## config.mk

```make
export PLATFORM = sky130hd
export DESIGN_NAME = dcache_ctrl
export DESIGN_NICKNAME = d
export VERILOG_FILES = /design/src/rtl/dcache_pkg.sv /design/src/rtl/dcache_tagarray.sv /design/src/rtl/dcache_ctrl.sv
export SDC_FILE = /design/constraint.sdc
export NUM_CORES = 2
export LEC_CHECK = 0
export CAP_MARGIN = 20
export CORE_MARGIN = 8
export CORE_UTILIZATION = 40
export DETAILED_ROUTE_END_ITERATION = 10
export SYNTH_ARGS = -nofsm -noshare
export SYNTH_HDL_FRONTEND = slang
export SYNTH_SLANG_ARGS = --single-unit
```

## constraint.sdc

```tcl
create_clock -name i_clk -period 11.1 [get_ports i_clk]
set_input_delay 2.22 -clock i_clk [delete_from_list [all_inputs] [get_ports i_clk]]
set_output_delay 2.22 -clock i_clk [all_outputs]
set_load 0.1 [all_outputs]
```

## src/rtl/dcache_pkg.sv

```systemverilog
// Shared constants, FSM encoding and address-field helpers for the data cache.
package dcache_pkg;

  localparam int unsigned WORDS_PER_LINE    = 4;
  localparam int unsigned OFFSET_WIDTH      = 2;
  localparam int unsigned BYTE_OFFSET_WIDTH = 2;
  localparam int unsigned LINE_LSB          = OFFSET_WIDTH + BYTE_OFFSET_WIDTH;

  typedef logic [1:0] dc_state_t;

  localparam dc_state_t StIdle   = 2'd0;
  localparam dc_state_t StRefill = 2'd1;
  localparam dc_state_t StWrite  = 2'd2;
  localparam dc_state_t StResp   = 2'd3;

  function automatic int unsigned tag_width(input int unsigned addr_w,
                                            input int unsigned index_w);
    return addr_w - index_w - LINE_LSB;
  endfunction

endpackage

```

## src/rtl/dcache_tagarray.sv

```systemverilog
// Valid + tag storage for the direct-mapped cache: combinational hit, synchronous write,
// synchronous valid clear on reset (tags themselves are not reset).
module dcache_tagarray #(
  parameter int unsigned IndexWidth = 4,
  parameter int unsigned TagWidth   = 24
) (
  input  logic                  clk_i,
  input  logic                  rst_ni,
  input  logic [IndexWidth-1:0] index_i,
  input  logic [TagWidth-1:0]   tag_i,
  output logic                  hit_o,
  input  logic                  we_i
);

  localparam int unsigned Lines = 1 << IndexWidth;

  logic [Lines-1:0]    valid_q, valid_d;
  logic [TagWidth-1:0] tag_q [Lines];
  logic [TagWidth-1:0] tag_d [Lines];

  assign hit_o = valid_q[index_i] && (tag_q[index_i] == tag_i);

  always_comb begin
    valid_d = valid_q;
    tag_d   = tag_q;
    if (we_i) begin
      valid_d[index_i] = 1'b1;
      tag_d[index_i]   = tag_i;
    end
  end

  always_ff @(posedge clk_i) begin
    if (!rst_ni) begin
      valid_q <= '0;
    end else begin
      valid_q <= valid_d;
    end
  end

  always_ff @(posedge clk_i) begin
    tag_q <= tag_d;
  end

endmodule

```

## src/rtl/dcache_ctrl.sv

```systemverilog
// Direct-mapped, write-through, no-write-allocate data cache with 4-word lines.
// Define DCACHE_PERF_EN to add load hit/miss counters (o_hit_cnt, o_miss_cnt).
module dcache_ctrl
  import dcache_pkg::*;
#(
  parameter int unsigned ADDR_MEM_WIDTH = 32,
  parameter int unsigned INDEX_WIDTH    = 4
) (
  input  logic                      i_clk,
  input  logic                      i_rst_n,
  input  logic                      i_req,
  input  logic                      i_we,
  input  logic [ADDR_MEM_WIDTH-1:0] i_addr,
  input  logic [31:0]               i_data,
  output logic                      o_ack,
  output logic [31:0]               o_data,
  output logic                      o_mem_req,
  output logic                      o_mem_we,
  output logic [ADDR_MEM_WIDTH-1:0] o_mem_addr,
  output logic [31:0]               o_mem_data,
  input  logic                      i_mem_ack,
  input  logic [31:0]               i_mem_data
`ifdef DCACHE_PERF_EN
  ,
  output logic [31:0]               o_hit_cnt,
  output logic [31:0]               o_miss_cnt
`endif
);

  localparam int unsigned Lines    = 1 << INDEX_WIDTH;
  localparam int unsigned TagWidth = tag_width(ADDR_MEM_WIDTH, INDEX_WIDTH);

  logic [TagWidth-1:0]     req_tag;
  logic [INDEX_WIDTH-1:0]  req_index;
  logic [OFFSET_WIDTH-1:0] req_off;
  logic                    hit, tag_we;
  logic                    unused_addr_bits;

  assign req_tag          = i_addr[ADDR_MEM_WIDTH-1 -: TagWidth];
  assign req_index        = i_addr[INDEX_WIDTH+LINE_LSB-1:LINE_LSB];
  assign req_off          = i_addr[LINE_LSB-1:BYTE_OFFSET_WIDTH];
  assign unused_addr_bits = ^i_addr[BYTE_OFFSET_WIDTH-1:0];

  dc_state_t                 state_q, state_d;
  logic [OFFSET_WIDTH-1:0]   beat_q, beat_d;
  logic                      ack_q, ack_d;
  logic [31:0]               rdata_q, rdata_d;
  logic                      mem_req_q, mem_req_d;
  logic                      mem_we_q, mem_we_d;
  logic [ADDR_MEM_WIDTH-1:0] mem_addr_q, mem_addr_d;
  logic [31:0]               mem_data_q, mem_data_d;

  logic [31:0] data_q [Lines][WORDS_PER_LINE];
  logic [31:0] data_d [Lines][WORDS_PER_LINE];
  logic [31:0] fill_q [WORDS_PER_LINE];
  logic [31:0] fill_d [WORDS_PER_LINE];
  logic [31:0] line_fill [WORDS_PER_LINE];

  dcache_tagarray #(
    .IndexWidth(INDEX_WIDTH),
    .TagWidth  (TagWidth)
  ) u_tagarray (
    .clk_i  (i_clk),
    .rst_ni (i_rst_n),
    .index_i(req_index),
    .tag_i  (req_tag),
    .hit_o  (hit),
    .we_i   (tag_we)
  );

  // The last beat is written straight from the bus, so the line lands on its ack edge.
  always_comb begin
    for (int w = 0; w < WORDS_PER_LINE - 1; w++) begin
      line_fill[w] = fill_q[w];
    end
    line_fill[WORDS_PER_LINE-1] = i_mem_data;
  end

  always_comb begin
    state_d    = state_q;
    beat_d     = beat_q;
    ack_d      = 1'b0;
    rdata_d    = '0;
    mem_req_d  = mem_req_q;
    mem_we_d   = mem_we_q;
    mem_addr_d = mem_addr_q;
    mem_data_d = mem_data_q;
    data_d     = data_q;
    fill_d     = fill_q;
    tag_we     = 1'b0;

    case (state_q)
      StIdle: begin
        if (i_req) begin
          if (i_we) begin
            if (hit) begin
              data_d[req_index][req_off] = i_data;
            end
            mem_req_d  = 1'b1;
            mem_we_d   = 1'b1;
            mem_addr_d = {i_addr[ADDR_MEM_WIDTH-1:BYTE_OFFSET_WIDTH], 2'b00};
            mem_data_d = i_data;
            state_d    = StWrite;
          end else if (hit) begin
            ack_d   = 1'b1;
            rdata_d = data_q[req_index][req_off];
            state_d = StResp;
          end else begin
            beat_d     = '0;
            mem_req_d  = 1'b1;
            mem_we_d   = 1'b0;
            mem_addr_d = {i_addr[ADDR_MEM_WIDTH-1:LINE_LSB], 2'b00, 2'b00};
            state_d    = StRefill;
          end
        end
      end
      StRefill: begin
        if (i_mem_ack) begin
          fill_d[beat_q] = i_mem_data;
          beat_d         = beat_q + 2'd1;
          if (beat_q == 2'd3) begin
            for (int w = 0; w < WORDS_PER_LINE; w++) begin
              data_d[req_index][w] = line_fill[w];
            end
            tag_we    = 1'b1;
            mem_req_d = 1'b0;
            ack_d     = 1'b1;
            rdata_d   = line_fill[req_off];
            state_d   = StResp;
          end else begin
            mem_addr_d = {i_addr[ADDR_MEM_WIDTH-1:LINE_LSB], beat_q + 2'd1, 2'b00};
          end
        end
      end
      StWrite: begin
        if (i_mem_ack) begin
          mem_req_d = 1'b0;
          mem_we_d  = 1'b0;
          ack_d     = 1'b1;
          state_d   = StResp;
        end
      end
      StResp: begin
        state_d = StIdle;
      end
      default: begin
        state_d = StIdle;
      end
    endcase
  end

  always_ff @(posedge i_clk) begin
    if (!i_rst_n) begin
      state_q    <= StIdle;
      beat_q     <= '0;
      ack_q      <= 1'b0;
      rdata_q    <= '0;
      mem_req_q  <= 1'b0;
      mem_we_q   <= 1'b0;
      mem_addr_q <= '0;
      mem_data_q <= '0;
    end else begin
      state_q    <= state_d;
      beat_q     <= beat_d;
      ack_q      <= ack_d;
      rdata_q    <= rdata_d;
      mem_req_q  <= mem_req_d;
      mem_we_q   <= mem_we_d;
      mem_addr_q <= mem_addr_d;
      mem_data_q <= mem_data_d;
    end
  end

  always_ff @(posedge i_clk) begin
    data_q <= data_d;
    fill_q <= fill_d;
  end

  assign o_ack      = ack_q;
  assign o_data     = rdata_q;
  assign o_mem_req  = mem_req_q;
  assign o_mem_we   = mem_we_q;
  assign o_mem_addr = mem_addr_q;
  assign o_mem_data = mem_data_q;

`ifdef DCACHE_PERF_EN
  logic [31:0] hit_cnt_q, hit_cnt_d;
  logic [31:0] miss_cnt_q, miss_cnt_d;
  logic        load_decide;

  assign load_decide = (state_q == StIdle) && i_req && !i_we;

  always_comb begin
    hit_cnt_d  = hit_cnt_q;
    miss_cnt_d = miss_cnt_q;
    if (load_decide && hit) begin
      hit_cnt_d = hit_cnt_q + 32'd1;
    end
    if (load_decide && !hit) begin
      miss_cnt_d = miss_cnt_q + 32'd1;
    end
  end

  always_ff @(posedge i_clk) begin
    if (!i_rst_n) begin
      hit_cnt_q  <= '0;
      miss_cnt_q <= '0;
    end else begin
      hit_cnt_q  <= hit_cnt_d;
      miss_cnt_q <= miss_cnt_d;
    end
  end

  assign o_hit_cnt  = hit_cnt_q;
  assign o_miss_cnt = miss_cnt_q;
`endif

endmodule

```

==> impl_metrics.tcl <==
set metrics [dict create \
    status "finished, final reports clean" \
    synthCells 6980 \
    cts_root_buf "clkbuf_16" \
    dp_hpwl_mm 212 \
    drv_cap 0 \
    r2r-end "data_q[1195]$_DFFE_PP_" \
    whs_ps 457 \
    ys_seq_elements 2645 \
    gp_congestion 0.865 \
    worstSetupEndpointType "flip-flop" \
    nNetsFinal 7232 \
    cts_buffers 286 \
    rsz0062_at_grt "no" \
    ant_nets 0 \
    maxSlewViolCount 0 \
    p_leak_nw 41.5 \
    finalPower_mw 23.4 \
    yosys_warnings 0 \
    antenna_found_initial 47 \
    wl_met1_mm 130 \
    synthesis.area_sq_mm 0.112 \
    first_global_vias 64943 \
    die_h_microns 544 \
    die_x_microns 544 \
    avgViaCountPerCell 5.91 \
    min_path_cells 2 \
    drt-pass1-iter-count 6 \
    wl_mm 346 \
    peakVddDrop_uv 230 \
    final_common_cell "edfxtp_1" \
    start_util 0.401 \
    hold_violations 0 \
    dr.first_iter.drc_count 8325 \
    boundaryPins 200 \
    floorplan.rows 194 \
    portBuffers 195 \
    worst_skew_pair.late_latency_ps 890 \
    finalCritPeriodShare 0.671 \
    async_reset_ff_frac 0 \
    cp_data_required_time_ps 11610 \
    wl_met3_mm 35.5 \
    p_per_area_mw_per_mm2 183 \
    slew_headroom 0.123 \
    route.vias.total 65402 \
    post_cts_buffers 0 \
    synth_largest_area_cell "edfxtp_1" \
    worstHoldPathType "reg -> reg" \
    whs_endpoint "o_mem_data[27]$_SDFFE_PN0P_" \
    grt_use_total 0.229 \
    crit_path_max_fanout 74 \
    dr_wl_met2_mm 165 \
    dp.cells 10555 \
    cp.arrival_ps 7950 \
    timing.fmax_ghz 0.134 \
    htree_levels 5 \
    area_delta_synth_final_pct 14.4 \
    avgSynthCellArea_sq_um 16.0 \
    fillers 24210 \
    ys_types 64 \
    fin_cells 11075 \
    crit_type "in -> reg" \
    cts_num_sinks 2645 \
    grt_pass1_wl_mm 487 \
    highest_layer "met5" \
    route.detailed.drc 0 \
    worst_setup_path_start_kind "input pin" \
    synth_enable_flop_cells 2528 \
    worstMarginPinSlew_ps 1320 \
    core_area_sq_mm 0.279 \
    rr_startpoint "u_tagarray.tag_q[271]$_DFFE_PP_" \
    clock_skew_ps 94.5 \
    drive_above_1_share 0.217 \
    min_period_ps 7440 \
    ys.flop_type "edfxtp_1" \
    dp_slack_ps 2850 \
    min_from "o_mem_data[27]$_SDFFE_PN0P_" \
    most-common-layout-cells "edfxtp_1 (2,528), nor2_1 (2,094), mux4_2 (782), clkbuf_16 (292), buf_4 (278)" \
    r2r_slack_ps 5660 \
    post_cts_resized 0 \
    cts.clk_slew.worst_paths_ps 60 \
    rr_worst_depth 10 \
    cts_buffer_depth 4 \
    die-area_sq_mm 0.296 \
    synth_top_area_share 0.680 \
    cts-hold-fix-buffers 0 \
    grt_overflow 0 \
    synthTopCellsByArea "edfxtp_1 (68%), mux4_2 (16%), nor2_1 (7.3%)" \
    grt_max_degree 129 \
    setup_ws_ps 3660 \
    setup_tns_ps 0 \
    setup_viol 0 \
    drt-wirelength-per-cell_microns 31.3 \
    cts_tree "built" \
    seq_area_frac_synth 0.701 \
]
## routing by layer
layer / vias up / GRT usage
met1: 34316 / 0.301
met3: 707 / 0.0509
met2: 3694 / 0.369
li1: 26663 / -
met5: - / 0
met4: 22 / 0.0936
## metrics by stage
step,utilization,instance area (sq um)
2_1_floorplan,-,112000
3_3_place_gp,0.426,119000
3_5_place_dp,0.427,119000
4_1_cts,0.458,128000
5_1_grt,0.458,128000
6_report,0.459,128000
## kinds of logic (layout without fill, tap and decap cells)
logic type	count (synthesis)	count (layout)	synth area share
flip-flops	2645	2645	0.701
AND/OR/NAND/NOR	2445	2445	0.0855
multiplexers	853	853	0.164
buffers and inverters	650	1003	0.0246
AO/OA/AOI/OAI	349	349	0.0220
XOR/XNOR	29	29	0.00227
adder cells (fa/ha/maj)	8	8	0.000896
other	1	19	0.0000336
## power by group
part           internal (mW)  switching (mW)  total (mW)
sequential              11.0          0.0469        11.0
combinational          0.826            2.36        3.19
clock                   5.27            3.93        9.20
total                   17.1            6.34        23.4
## flip-flops by register name, summed over array words and instances, names as in the netlist
| register | count |
|---|---|
| o_mem_addr | 30 |
| fill_q | 96 |
| o_mem_req | 1 |
| u_tagarray.tag_q | 384 |
| o_mem_data | 32 |
| o_mem_we | 1 |
| data_q | 2048 |
| o_ack | 1 |
| state_q | 2 |
| u_tagarray.valid_q | 16 |
| o_data | 32 |
| beat_q | 2 |
## cell type report
| class | instances | area, sq um | area share |
|---|---|---|---|
| sequential | 2645 | 78300 | 0.612 |
| clock buffer | 372 | 7710 | 0.0603 |
| clock inverter | 127 | 1130 | 0.00883 |
| inverter | 15 | 57.6 | 0.000450 |
| multi-input combinational | 3686 | 31500 | 0.246 |
| timing repair buffer | 489 | 4450 | 0.0348 |
| antenna | 17 | 42.5 | 0.000333 |
| tap | 3724 | 4660 | 0.0365 |
## critical path, cell delays in order
cell and delay [ps]:
buf_8 490, buf_4 530, mux4_2 570, mux2i_1 180, xor2_1 170, nand2_1 110
o32ai_1 480, nand4_1 280, o41ai_4 650, nand2_2 710, nor2_4 1030, buf_4 360
## worst max-delay path by stage
stage,from,to,slack (ps),depth (start not counted)
5_1_grt,i_addr[5],data_q[1204]$_DFFE_PP_,3410,12
2_1_floorplan,i_addr[5],data_q[1088]$_DFFE_PP_,4570,13
6_report,i_addr[5],data_q[1195]$_DFFE_PP_,3660,12
3_3_place_gp,i_addr[5],data_q[1174]$_DFFE_PP_,2830,12
3_5_place_dp,i_addr[5],data_q[1201]$_DFFE_PP_,2850,12
4_1_cts,i_addr[5],data_q[1204]$_DFFE_PP_,3690,12
## Yosys cell counts (5+ instances only)
master	instances
nor2b_1	78
buf_2	117
o21ai_0	43
edfxtp_1	2528
nor2_1	2174
xnor2_1	13
mux2_2	11
inv_1	14
buf_4	14
dfxtp_1	117
and2_1	8
a41o_1	34
buf_6	14
ha_1	8
mux2i_1	60
a21oi_1	76
xor2_1	16
o211ai_1	5
a22o_1	6
clkbuf_1	473
o31ai_1	5
nand4_1	5
buf_1	17
a22oi_1	141
nand2b_1	9
mux4_2	782
nand3_1	34
and3_1	8
nand2_1	109
o22ai_1	6
(Power assumes the default switching activity.)
